$ cat config.mk
export PLATFORM = sky130hd
export DESIGN_NAME = id_ex_operand_stage_flat
export DESIGN_NICKNAME = d
export VERILOG_FILES = /design/src/rtl/id_ex_operand_stage_pkg.sv /design/src/rtl/id_ex_operand_stage_if.sv /design/src/rtl/id_ex_operand_stage_forward_mux.sv /design/src/rtl/id_ex_operand_stage.sv /design/src/flat_wrapper.sv
export SDC_FILE = /design/constraint.sdc
export NUM_CORES = 1
export LEC_CHECK = 0
export CAP_MARGIN = 20
export CORE_UTILIZATION = 40
export DETAILED_ROUTE_END_ITERATION = 12
export GPL_TIMING_DRIVEN = 0
export PLACE_DENSITY = 0.8
export SYNTH_ARGS = -nofsm -noshare
export SYNTH_HDL_FRONTEND = slang
export SYNTH_HIERARCHICAL = 1
export SYNTH_SLANG_ARGS = --single-unit
$ cat constraint.sdc
create_clock -name clk -period 5.2 [get_ports clk]
set_input_delay 1.04 -clock clk [delete_from_list [all_inputs] [get_ports clk]]
set_output_delay 1.04 -clock clk [all_outputs]
set_load 0.005 [all_outputs]
$ cat src/rtl/id_ex_operand_stage_pkg.sv
// Shared widths, ALU op codes and the control bundle carried through the ID/EX register.
package id_ex_operand_stage_pkg;

    localparam int INTERNAL_BITS   = 32;
    localparam int ALUCONTROL_BITS = 4;
    localparam int REG_ADDR_BITS   = 5;

    typedef enum logic [ALUCONTROL_BITS-1:0] {
        ALU_AND = 4'b0000,
        ALU_OR  = 4'b0001,
        ALU_ADD = 4'b0010,
        ALU_SUB = 4'b0110,
        ALU_SLT = 4'b0111,
        ALU_MUL = 4'b1000,
        ALU_NOR = 4'b1100
    } alu_op_e;

    typedef struct packed {
        logic reg_write;
        logic mem_read;
        logic mem_write;
    } ctrl_t;

endpackage

$ cat src/rtl/id_ex_operand_stage_if.sv
// Decode-side, bypass and EX-side signals of the ID/EX operand stage.
interface id_ex_operand_stage_if
    import id_ex_operand_stage_pkg::*;
#(
    parameter int DATA_W = INTERNAL_BITS,
    parameter int CTRL_W = ALUCONTROL_BITS,
    parameter int REG_AW = REG_ADDR_BITS
);
    logic              id_valid;
    logic [REG_AW-1:0] id_rs1_addr;
    logic [REG_AW-1:0] id_rs2_addr;
    logic [REG_AW-1:0] id_rd_addr;
    logic [DATA_W-1:0] id_rs1_data;
    logic [DATA_W-1:0] id_rs2_data;
    logic [DATA_W-1:0] id_imm;
    logic              id_use_imm;
    logic [CTRL_W-1:0] id_alu_ctrl;
    logic              id_reg_write;
    logic              id_mem_read;
    logic              id_mem_write;
    logic              flush;
    logic              hold;
    logic              exmem_reg_write;
    logic [REG_AW-1:0] exmem_rd;
    logic [DATA_W-1:0] exmem_result;
    logic              memwb_reg_write;
    logic [REG_AW-1:0] memwb_rd;
    logic [DATA_W-1:0] memwb_data;

    logic              stall;
    logic              ex_valid;
    logic [DATA_W-1:0] src1;
    logic [DATA_W-1:0] src2;
    logic [CTRL_W-1:0] ALUcontrol;
    logic [REG_AW-1:0] ex_rd_addr;
    logic              ex_reg_write;
    logic              ex_mem_read;
    logic              ex_mem_write;
    logic [DATA_W-1:0] ex_store_data;

    modport slave (
        input  id_valid, id_rs1_addr, id_rs2_addr, id_rd_addr, id_rs1_data, id_rs2_data,
               id_imm, id_use_imm, id_alu_ctrl, id_reg_write, id_mem_read, id_mem_write,
               flush, hold, exmem_reg_write, exmem_rd, exmem_result,
               memwb_reg_write, memwb_rd, memwb_data,
        output stall, ex_valid, src1, src2, ALUcontrol, ex_rd_addr,
               ex_reg_write, ex_mem_read, ex_mem_write, ex_store_data
    );

    modport master (
        output id_valid, id_rs1_addr, id_rs2_addr, id_rd_addr, id_rs1_data, id_rs2_data,
               id_imm, id_use_imm, id_alu_ctrl, id_reg_write, id_mem_read, id_mem_write,
               flush, hold, exmem_reg_write, exmem_rd, exmem_result,
               memwb_reg_write, memwb_rd, memwb_data,
        input  stall, ex_valid, src1, src2, ALUcontrol, ex_rd_addr,
               ex_reg_write, ex_mem_read, ex_mem_write, ex_store_data
    );

endinterface

$ cat src/rtl/id_ex_operand_stage_forward_mux.sv
// 3:1 operand bypass: EX/MEM beats MEM/WB beats the latched value; r0 never bypasses.
// Purely combinational, no backpressure.
module id_ex_operand_stage_forward_mux
    import id_ex_operand_stage_pkg::*;
#(
    parameter int DATA_W = INTERNAL_BITS,
    parameter int REG_AW = REG_ADDR_BITS
) (
    input  logic              fwd_en_i,
    input  logic [REG_AW-1:0] rs_i,
    input  logic [DATA_W-1:0] reg_val_i,
    input  logic              exmem_we_i,
    input  logic [REG_AW-1:0] exmem_rd_i,
    input  logic [DATA_W-1:0] exmem_val_i,
    input  logic              memwb_we_i,
    input  logic [REG_AW-1:0] memwb_rd_i,
    input  logic [DATA_W-1:0] memwb_val_i,
    output logic [DATA_W-1:0] val_o
);

    logic exmem_hit;
    logic memwb_hit;

    always_comb begin
        exmem_hit = fwd_en_i && exmem_we_i && (exmem_rd_i != '0) && (exmem_rd_i == rs_i);
        memwb_hit = fwd_en_i && memwb_we_i && (memwb_rd_i != '0) && (memwb_rd_i == rs_i);
        val_o     = reg_val_i;
        if (exmem_hit) begin
            val_o = exmem_val_i;
        end else if (memwb_hit) begin
            val_o = memwb_val_i;
        end
    end

endmodule

$ cat src/rtl/id_ex_operand_stage.sv
// ID/EX register feeding the ALU: 1-cycle capture, combinational bypass after the register.
// hold freezes everything; a load-use hazard stalls decode and inserts a one-cycle bubble.
module id_ex_operand_stage
    import id_ex_operand_stage_pkg::*;
#(
    parameter int DATA_W = INTERNAL_BITS,
    parameter int CTRL_W = ALUCONTROL_BITS,
    parameter int REG_AW = REG_ADDR_BITS
) (
    input  logic                 clk,
    input  logic                 rst,
    id_ex_operand_stage_if.slave bus
);

    logic              valid_q,     valid_d;
    ctrl_t             ctrl_q,      ctrl_d;
    logic [CTRL_W-1:0] alu_q,       alu_d;
    logic [REG_AW-1:0] rd_q,        rd_d;
    logic [REG_AW-1:0] rs1_q,       rs1_d;
    logic [REG_AW-1:0] rs2_q,       rs2_d;
    logic              use_imm_q,   use_imm_d;
    logic [DATA_W-1:0] src1_q,      src1_d;
    logic [DATA_W-1:0] src2_q,      src2_d;
    logic [DATA_W-1:0] store_q,     store_d;

    logic hazard;
    logic stall_w;

    // A store still needs rs2 as data even when src2 takes the immediate.
    always_comb begin
        hazard = valid_q && ctrl_q.mem_read && (rd_q != '0) && bus.id_valid &&
                 ((rd_q == bus.id_rs1_addr) ||
                  ((rd_q == bus.id_rs2_addr) && (!bus.id_use_imm || bus.id_mem_write)));
        stall_w = hazard && !bus.hold;
    end

    always_comb begin
        valid_d   = valid_q;
        ctrl_d    = ctrl_q;
        alu_d     = alu_q;
        rd_d      = rd_q;
        rs1_d     = rs1_q;
        rs2_d     = rs2_q;
        use_imm_d = use_imm_q;
        src1_d    = src1_q;
        src2_d    = src2_q;
        store_d   = store_q;
        if (bus.hold) begin
            valid_d = valid_q;
        end else if (bus.flush || stall_w) begin
            valid_d = 1'b0;
            ctrl_d  = '0;
        end else begin
            valid_d          = bus.id_valid;
            ctrl_d.reg_write = bus.id_reg_write;
            ctrl_d.mem_read  = bus.id_mem_read;
            ctrl_d.mem_write = bus.id_mem_write;
            alu_d            = bus.id_alu_ctrl;
            rd_d             = bus.id_rd_addr;
            rs1_d            = bus.id_rs1_addr;
            rs2_d            = bus.id_rs2_addr;
            use_imm_d        = bus.id_use_imm;
            src1_d           = bus.id_rs1_data;
            src2_d           = bus.id_use_imm ? bus.id_imm : bus.id_rs2_data;
            store_d          = bus.id_rs2_data;
        end
    end

    always_ff @(posedge clk or posedge rst) begin
        if (rst) begin
            valid_q   <= 1'b0;
            ctrl_q    <= '0;
            alu_q     <= '0;
            rd_q      <= '0;
            rs1_q     <= '0;
            rs2_q     <= '0;
            use_imm_q <= 1'b0;
            src1_q    <= '0;
            src2_q    <= '0;
            store_q   <= '0;
        end else begin
            valid_q   <= valid_d;
            ctrl_q    <= ctrl_d;
            alu_q     <= alu_d;
            rd_q      <= rd_d;
            rs1_q     <= rs1_d;
            rs2_q     <= rs2_d;
            use_imm_q <= use_imm_d;
            src1_q    <= src1_d;
            src2_q    <= src2_d;
            store_q   <= store_d;
        end
    end

    id_ex_operand_stage_forward_mux #(.DATA_W(DATA_W), .REG_AW(REG_AW)) u_fwd_src1 (
        .fwd_en_i    (1'b1),
        .rs_i        (rs1_q),
        .reg_val_i   (src1_q),
        .exmem_we_i  (bus.exmem_reg_write),
        .exmem_rd_i  (bus.exmem_rd),
        .exmem_val_i (bus.exmem_result),
        .memwb_we_i  (bus.memwb_reg_write),
        .memwb_rd_i  (bus.memwb_rd),
        .memwb_val_i (bus.memwb_data),
        .val_o       (bus.src1)
    );

    // An immediate operand must never be replaced by a bypassed rs2 value.
    id_ex_operand_stage_forward_mux #(.DATA_W(DATA_W), .REG_AW(REG_AW)) u_fwd_src2 (
        .fwd_en_i    (!use_imm_q),
        .rs_i        (rs2_q),
        .reg_val_i   (src2_q),
        .exmem_we_i  (bus.exmem_reg_write),
        .exmem_rd_i  (bus.exmem_rd),
        .exmem_val_i (bus.exmem_result),
        .memwb_we_i  (bus.memwb_reg_write),
        .memwb_rd_i  (bus.memwb_rd),
        .memwb_val_i (bus.memwb_data),
        .val_o       (bus.src2)
    );

    id_ex_operand_stage_forward_mux #(.DATA_W(DATA_W), .REG_AW(REG_AW)) u_fwd_store (
        .fwd_en_i    (1'b1),
        .rs_i        (rs2_q),
        .reg_val_i   (store_q),
        .exmem_we_i  (bus.exmem_reg_write),
        .exmem_rd_i  (bus.exmem_rd),
        .exmem_val_i (bus.exmem_result),
        .memwb_we_i  (bus.memwb_reg_write),
        .memwb_rd_i  (bus.memwb_rd),
        .memwb_val_i (bus.memwb_data),
        .val_o       (bus.ex_store_data)
    );

    assign bus.stall        = stall_w;
    assign bus.ex_valid     = valid_q;
    assign bus.ALUcontrol   = alu_q;
    assign bus.ex_rd_addr   = rd_q;
    assign bus.ex_reg_write = ctrl_q.reg_write & valid_q;
    assign bus.ex_mem_read  = ctrl_q.mem_read  & valid_q;
    assign bus.ex_mem_write = ctrl_q.mem_write & valid_q;

endmodule

$ cat src/flat_wrapper.sv
// flat-port wrapper written by rule: the top's interface ports become plain ports
module id_ex_operand_stage_flat import id_ex_operand_stage_pkg::*;
#(
    parameter int DATA_W = INTERNAL_BITS,
    parameter int CTRL_W = ALUCONTROL_BITS,
    parameter int REG_AW = REG_ADDR_BITS
)
  (clk, rst, bus_id_valid, bus_id_rs1_addr, bus_id_rs2_addr, bus_id_rd_addr, bus_id_rs1_data, bus_id_rs2_data, bus_id_imm, bus_id_use_imm, bus_id_alu_ctrl, bus_id_reg_write, bus_id_mem_read, bus_id_mem_write, bus_flush, bus_hold, bus_exmem_reg_write, bus_exmem_rd, bus_exmem_result, bus_memwb_reg_write, bus_memwb_rd, bus_memwb_data, bus_stall, bus_ex_valid, bus_src1, bus_src2, bus_ALUcontrol, bus_ex_rd_addr, bus_ex_reg_write, bus_ex_mem_read, bus_ex_mem_write, bus_ex_store_data);
  id_ex_operand_stage_if #(.DATA_W(DATA_W), .CTRL_W(CTRL_W), .REG_AW(REG_AW)) bus_i ();
  input  logic clk;
  input  logic rst;
  input wire logic [$bits(bus_i.id_valid)-1:0] bus_id_valid;
  input wire logic [$bits(bus_i.id_rs1_addr)-1:0] bus_id_rs1_addr;
  input wire logic [$bits(bus_i.id_rs2_addr)-1:0] bus_id_rs2_addr;
  input wire logic [$bits(bus_i.id_rd_addr)-1:0] bus_id_rd_addr;
  input wire logic [$bits(bus_i.id_rs1_data)-1:0] bus_id_rs1_data;
  input wire logic [$bits(bus_i.id_rs2_data)-1:0] bus_id_rs2_data;
  input wire logic [$bits(bus_i.id_imm)-1:0] bus_id_imm;
  input wire logic [$bits(bus_i.id_use_imm)-1:0] bus_id_use_imm;
  input wire logic [$bits(bus_i.id_alu_ctrl)-1:0] bus_id_alu_ctrl;
  input wire logic [$bits(bus_i.id_reg_write)-1:0] bus_id_reg_write;
  input wire logic [$bits(bus_i.id_mem_read)-1:0] bus_id_mem_read;
  input wire logic [$bits(bus_i.id_mem_write)-1:0] bus_id_mem_write;
  input wire logic [$bits(bus_i.flush)-1:0] bus_flush;
  input wire logic [$bits(bus_i.hold)-1:0] bus_hold;
  input wire logic [$bits(bus_i.exmem_reg_write)-1:0] bus_exmem_reg_write;
  input wire logic [$bits(bus_i.exmem_rd)-1:0] bus_exmem_rd;
  input wire logic [$bits(bus_i.exmem_result)-1:0] bus_exmem_result;
  input wire logic [$bits(bus_i.memwb_reg_write)-1:0] bus_memwb_reg_write;
  input wire logic [$bits(bus_i.memwb_rd)-1:0] bus_memwb_rd;
  input wire logic [$bits(bus_i.memwb_data)-1:0] bus_memwb_data;
  output wire logic [$bits(bus_i.stall)-1:0] bus_stall;
  output wire logic [$bits(bus_i.ex_valid)-1:0] bus_ex_valid;
  output wire logic [$bits(bus_i.src1)-1:0] bus_src1;
  output wire logic [$bits(bus_i.src2)-1:0] bus_src2;
  output wire logic [$bits(bus_i.ALUcontrol)-1:0] bus_ALUcontrol;
  output wire logic [$bits(bus_i.ex_rd_addr)-1:0] bus_ex_rd_addr;
  output wire logic [$bits(bus_i.ex_reg_write)-1:0] bus_ex_reg_write;
  output wire logic [$bits(bus_i.ex_mem_read)-1:0] bus_ex_mem_read;
  output wire logic [$bits(bus_i.ex_mem_write)-1:0] bus_ex_mem_write;
  output wire logic [$bits(bus_i.ex_store_data)-1:0] bus_ex_store_data;
  assign bus_i.id_valid = bus_id_valid;
  assign bus_i.id_rs1_addr = bus_id_rs1_addr;
  assign bus_i.id_rs2_addr = bus_id_rs2_addr;
  assign bus_i.id_rd_addr = bus_id_rd_addr;
  assign bus_i.id_rs1_data = bus_id_rs1_data;
  assign bus_i.id_rs2_data = bus_id_rs2_data;
  assign bus_i.id_imm = bus_id_imm;
  assign bus_i.id_use_imm = bus_id_use_imm;
  assign bus_i.id_alu_ctrl = bus_id_alu_ctrl;
  assign bus_i.id_reg_write = bus_id_reg_write;
  assign bus_i.id_mem_read = bus_id_mem_read;
  assign bus_i.id_mem_write = bus_id_mem_write;
  assign bus_i.flush = bus_flush;
  assign bus_i.hold = bus_hold;
  assign bus_i.exmem_reg_write = bus_exmem_reg_write;
  assign bus_i.exmem_rd = bus_exmem_rd;
  assign bus_i.exmem_result = bus_exmem_result;
  assign bus_i.memwb_reg_write = bus_memwb_reg_write;
  assign bus_i.memwb_rd = bus_memwb_rd;
  assign bus_i.memwb_data = bus_memwb_data;
  assign bus_stall = bus_i.stall;
  assign bus_ex_valid = bus_i.ex_valid;
  assign bus_src1 = bus_i.src1;
  assign bus_src2 = bus_i.src2;
  assign bus_ALUcontrol = bus_i.ALUcontrol;
  assign bus_ex_rd_addr = bus_i.ex_rd_addr;
  assign bus_ex_reg_write = bus_i.ex_reg_write;
  assign bus_ex_mem_read = bus_i.ex_mem_read;
  assign bus_ex_mem_write = bus_i.ex_mem_write;
  assign bus_ex_store_data = bus_i.ex_store_data;
  id_ex_operand_stage #(.DATA_W(DATA_W), .CTRL_W(CTRL_W), .REG_AW(REG_AW)) u_core (.clk(clk), .rst(rst), .bus(bus_i));
endmodule
==> impl_metrics.yaml <==
timing:
  finalHoldViolations: 0
  rsz0062_at_grt: "false"
  max_freq_ghz: 0.2012
  number_of_max_slew_violations_in_the_final_report: 0
  period_needed_ns: 4.971
  timing.final.crit_share_pct: 95.60
  slew-limit-headroom_pct: 46.28
  tightestPinTransition_ns: 0.8050
  clock-skew-final_ns: 0.008330
  finalSetupViolCount: 0
clock_network:
  clock_insertion_delay_worst_skew_ns: 0.42
  cts_max_path_buffers: 2
  postCtsSetupBuffers: 0
  tritoncts_sink_count: 120
  tritoncts: "yes"
  htree_num_levels: 4
  cts_buffers: 17
  clkSlewWorstSetupHoldPaths_ns: 0.06
  root_buffer: "sky130_fd_sc_hd__clkbuf_16"
floorplanning:
  die_y_um: 147.8
  die_width_um: 147.8
  fp-row-count: 52
  floorplan.io_pins: 310
  floorplan.die_area_mm2: 0.02186
  design.core.area_mm2: 0.02056
  start_util_pct: 41.38
logic_synthesis:
  largest_family_of_logic_cells_by_synthesized_area: "multiplexers"
  area_fraction_in_compound_gates_after_synthesis_pct: 18.01
  ys.flop_type: "sky130_fd_sc_hd__dfrtp_1"
  syn_area_per_cell_um2: 9.825
  ys_seq_elements: 120
  most_area_consuming_cells_after_synthesis: "sky130_fd_sc_hd__dfrtp_1, sky130_fd_sc_hd__mux2_1, sky130_fd_sc_hd__o31ai_1, sky130_fd_sc_hd__nor4_1, sky130_fd_sc_hd__nand4_1"
  synth_xor_area_share_pct: 3.500
  synthSimpleGateAreaFrac_pct: 16.25
  yosysWarningCount: 6
  synth_sequential_area_ratio_pct: 35.29
  asyncSetResetFlopFracSynth_pct: 100.0
  gate_count_after_technology_mapping: 866
  muxShareOfSynthArea_pct: 19.57
  mappedNetlistArea_mm2: 0.008508
  yosys.cell_types.count: 35
  yosys.area_share.adder_pct: 0
  netlist.top_cell.by_area: "sky130_fd_sc_hd__dfrtp_1"
  edff_count_synth: 0
  yosysTopAreaCellShare_pct: 35.29
final_layout:
  finished_layout_cells: 1482
  drive_above_1_share_pct: 10.81
  syn_to_final_growth_pct: 48.01
  n_antenna_cell: 0
  layout.nets: 1399
  fill_cells: 1789
flow_run:
  reported_max_cap_violation_count: 0
drt:
  drt-initial-drc-count: 1008
  detailroute.wirelength.met2_um: 16290
  drt_pre_antenna_iters: 5
  detail_route.drc_violations: 0
  vias: 9538
  detail_route.wl_per_cell_um: 24.26
  met3_length_um: 3733
  wirelength_um: 35950
  m1WireLength_um: 14640
  top_layer_used: "met4"
  ant_nets: 0
  routed_via_density: 6.436
power:
  static-leakage-power_nw: 4.371
  power.density_cell_area_mw_per_mm2: 296.1
  total_power_mw: 3.729
  worst_ir_drop_vdd_uv: 176.8
hold_path:
  min_path_type: "reg -> reg"
grt:
  grt-ovfl-total: 0
  grt_antenna_before_repair: 0
  global_route_wire_length_before_repair_um: 54170
  grt_usage_pct: 32.84
  grt_max_degree: 83
  grt_pass1_vias: 9096
worst_setup_path:
  setup.worst_path.class: "in -> out"
  cp.arrival_ns: 3.93
  critical_path.max_fanout: 10
  crit_path_start_kind: "input port"
  cp.required_ns: 4.16
  end_kind: "output port"
  ff2ff_setup_slack_ns: 2.74
placement:
  io_buffers: 308
  place.gp.congestion: 0.9212
  detailedPlacementHpwl_um: 27600
  dp_cells: 1450
outcome:
  outcome: "completed"
[metal layers]
layer	GRT usage (%)	vias to the layer above
met3	6.574	103
li1	-	4200
met2	52.19	696
met4	12.78	0
met1	43.86	4539
met5	0	-
[final cells by class]
class / count / area (um^2) / area share (%)
multi-input combinational: 629 / 4916 / 39.04
clock inverter: 14 / 158.9 / 1.262
clock buffer: 18 / 439.2 / 3.487
inverter: 9 / 38.79 / 0.3080
timing repair buffer: 309 / 3110 / 24.70
tap: 270 / 337.8 / 2.683
buffer: 113 / 589.3 / 4.680
sequential: 120 / 3003 / 23.85
[logic make-up (layout without fill, tap and decap cells)]
logic type,Yosys count,in the layout
DFF,120,120
xor gates and xnor gates,34,34
and+or+nand+nor,224,224
muxes,148,148
buffers and inverters,122,463
AOI/OAI and AO/OA,217,217
other,1,6
[cell usage after synthesis (all sizes together), types with 3 or more instances]
| library cell | n |
|---|---|
| or4 | 3 |
| xnor2 | 22 |
| nand3 | 4 |
| a22o | 4 |
| o21a | 3 |
| dfrtp | 120 |
| mux2 | 147 |
| a31oi | 96 |
| nand4 | 97 |
| nand2 | 5 |
| o21ai | 4 |
| o31ai | 96 |
| and2 | 3 |
| inv | 9 |
| o2111ai | 3 |
| a21oi | 3 |
| clkbuf | 78 |
| xor2 | 12 |
| a211o | 3 |
| buf | 35 |
| nor3 | 4 |
| o2111a | 3 |
| or3 | 6 |
| nor4 | 99 |
[flip-flops by register name, indices dropped and copies added (netlist names), 3 cells and up]
signal and cells:
u_core/rs1_q 5, u_core/bus.ex_rd_addr 5, u_core/ctrl_q 3, u_core/rs2_q 5
u_core/store_q 32, u_core/src2_q 32, u_core/bus.ALUcontrol 4, u_core/src1_q 32
[report_power, final]
group	internal [mW]	switching (mW)
Clock	0.731	0.483
Combinational	0.663	0.669
Sequential	1.08	0.107
Total	2.47	1.26
[worst max-delay path, stage by stage]
cell and delay, ns:
sky130_fd_sc_hd__clkdlybuf4s50_1 0.56, sky130_fd_sc_hd__or4_1 0.59, sky130_fd_sc_hd__a21oi_2 0.43, sky130_fd_sc_hd__buf_2 0.30
sky130_fd_sc_hd__nor4_1 0.08, sky130_fd_sc_hd__a31oi_1 0.30, sky130_fd_sc_hd__clkdlybuf4s50_1 0.62
[timing repair]
item                       CTS  global route
setup endpoints to repair    0            22
resized for setup            0             3
hold buffers                 0             0
[stage by stage]
| step | utilization, % | instance area (um^2) | setup WS [ns] | setup TNS, ns | hold slack (ns) |
|---|---|---|---|---|---|
| after CTS | 61.18 | 12580 | 0.06283 | 0 | 0.4904 |
| after global placement | 58.11 | 11950 | -0.8745 | -102.97 | 0.4674 |
| final | 61.25 | 12590 | 0.2289 | 0 | 0.4867 |
| after detailed placement | 58.27 | 11980 | 0.06347 | 0 | 0.4747 |
| after global routing | 61.25 | 12590 | 0.1569 | 0 | 0.5068 |
| after floorplan | - | 8527 | 0.9742 | 0 | 0.4581 |
[path summary, 6_finish.rpt]
path | start | to | depth (start not counted)
max | bus_exmem_rd[0] | bus_src1[29] | 7
min | u_core/src1_q[3] | u_core/src1_q[3] | 1
max reg2reg | u_core/bus.ex_rd_addr[4] | u_core/store_q[23] | 7
min reg2reg | u_core/src1_q[3] | u_core/src1_q[3] | 1
max in group asynchronous | rst | u_core/src1_q[0] | 3
min in group asynchronous | rst | u_core/store_q[11] | 2
[layout by cell type (no fill, tap or decap), drive strengths merged, types with 5 or more instances in the layout]
cell type,instances
clkdlybuf4s50,308
a31oi,96
inv,17
conb,6
or3,6
xnor2,22
o31ai,96
dfrtp,120
nand2,5
mux2,147
nand4,97
clkbuf,96
buf,36
xor2,12
nor4,99
Note: power is estimated with default switching activity, not from simulation.
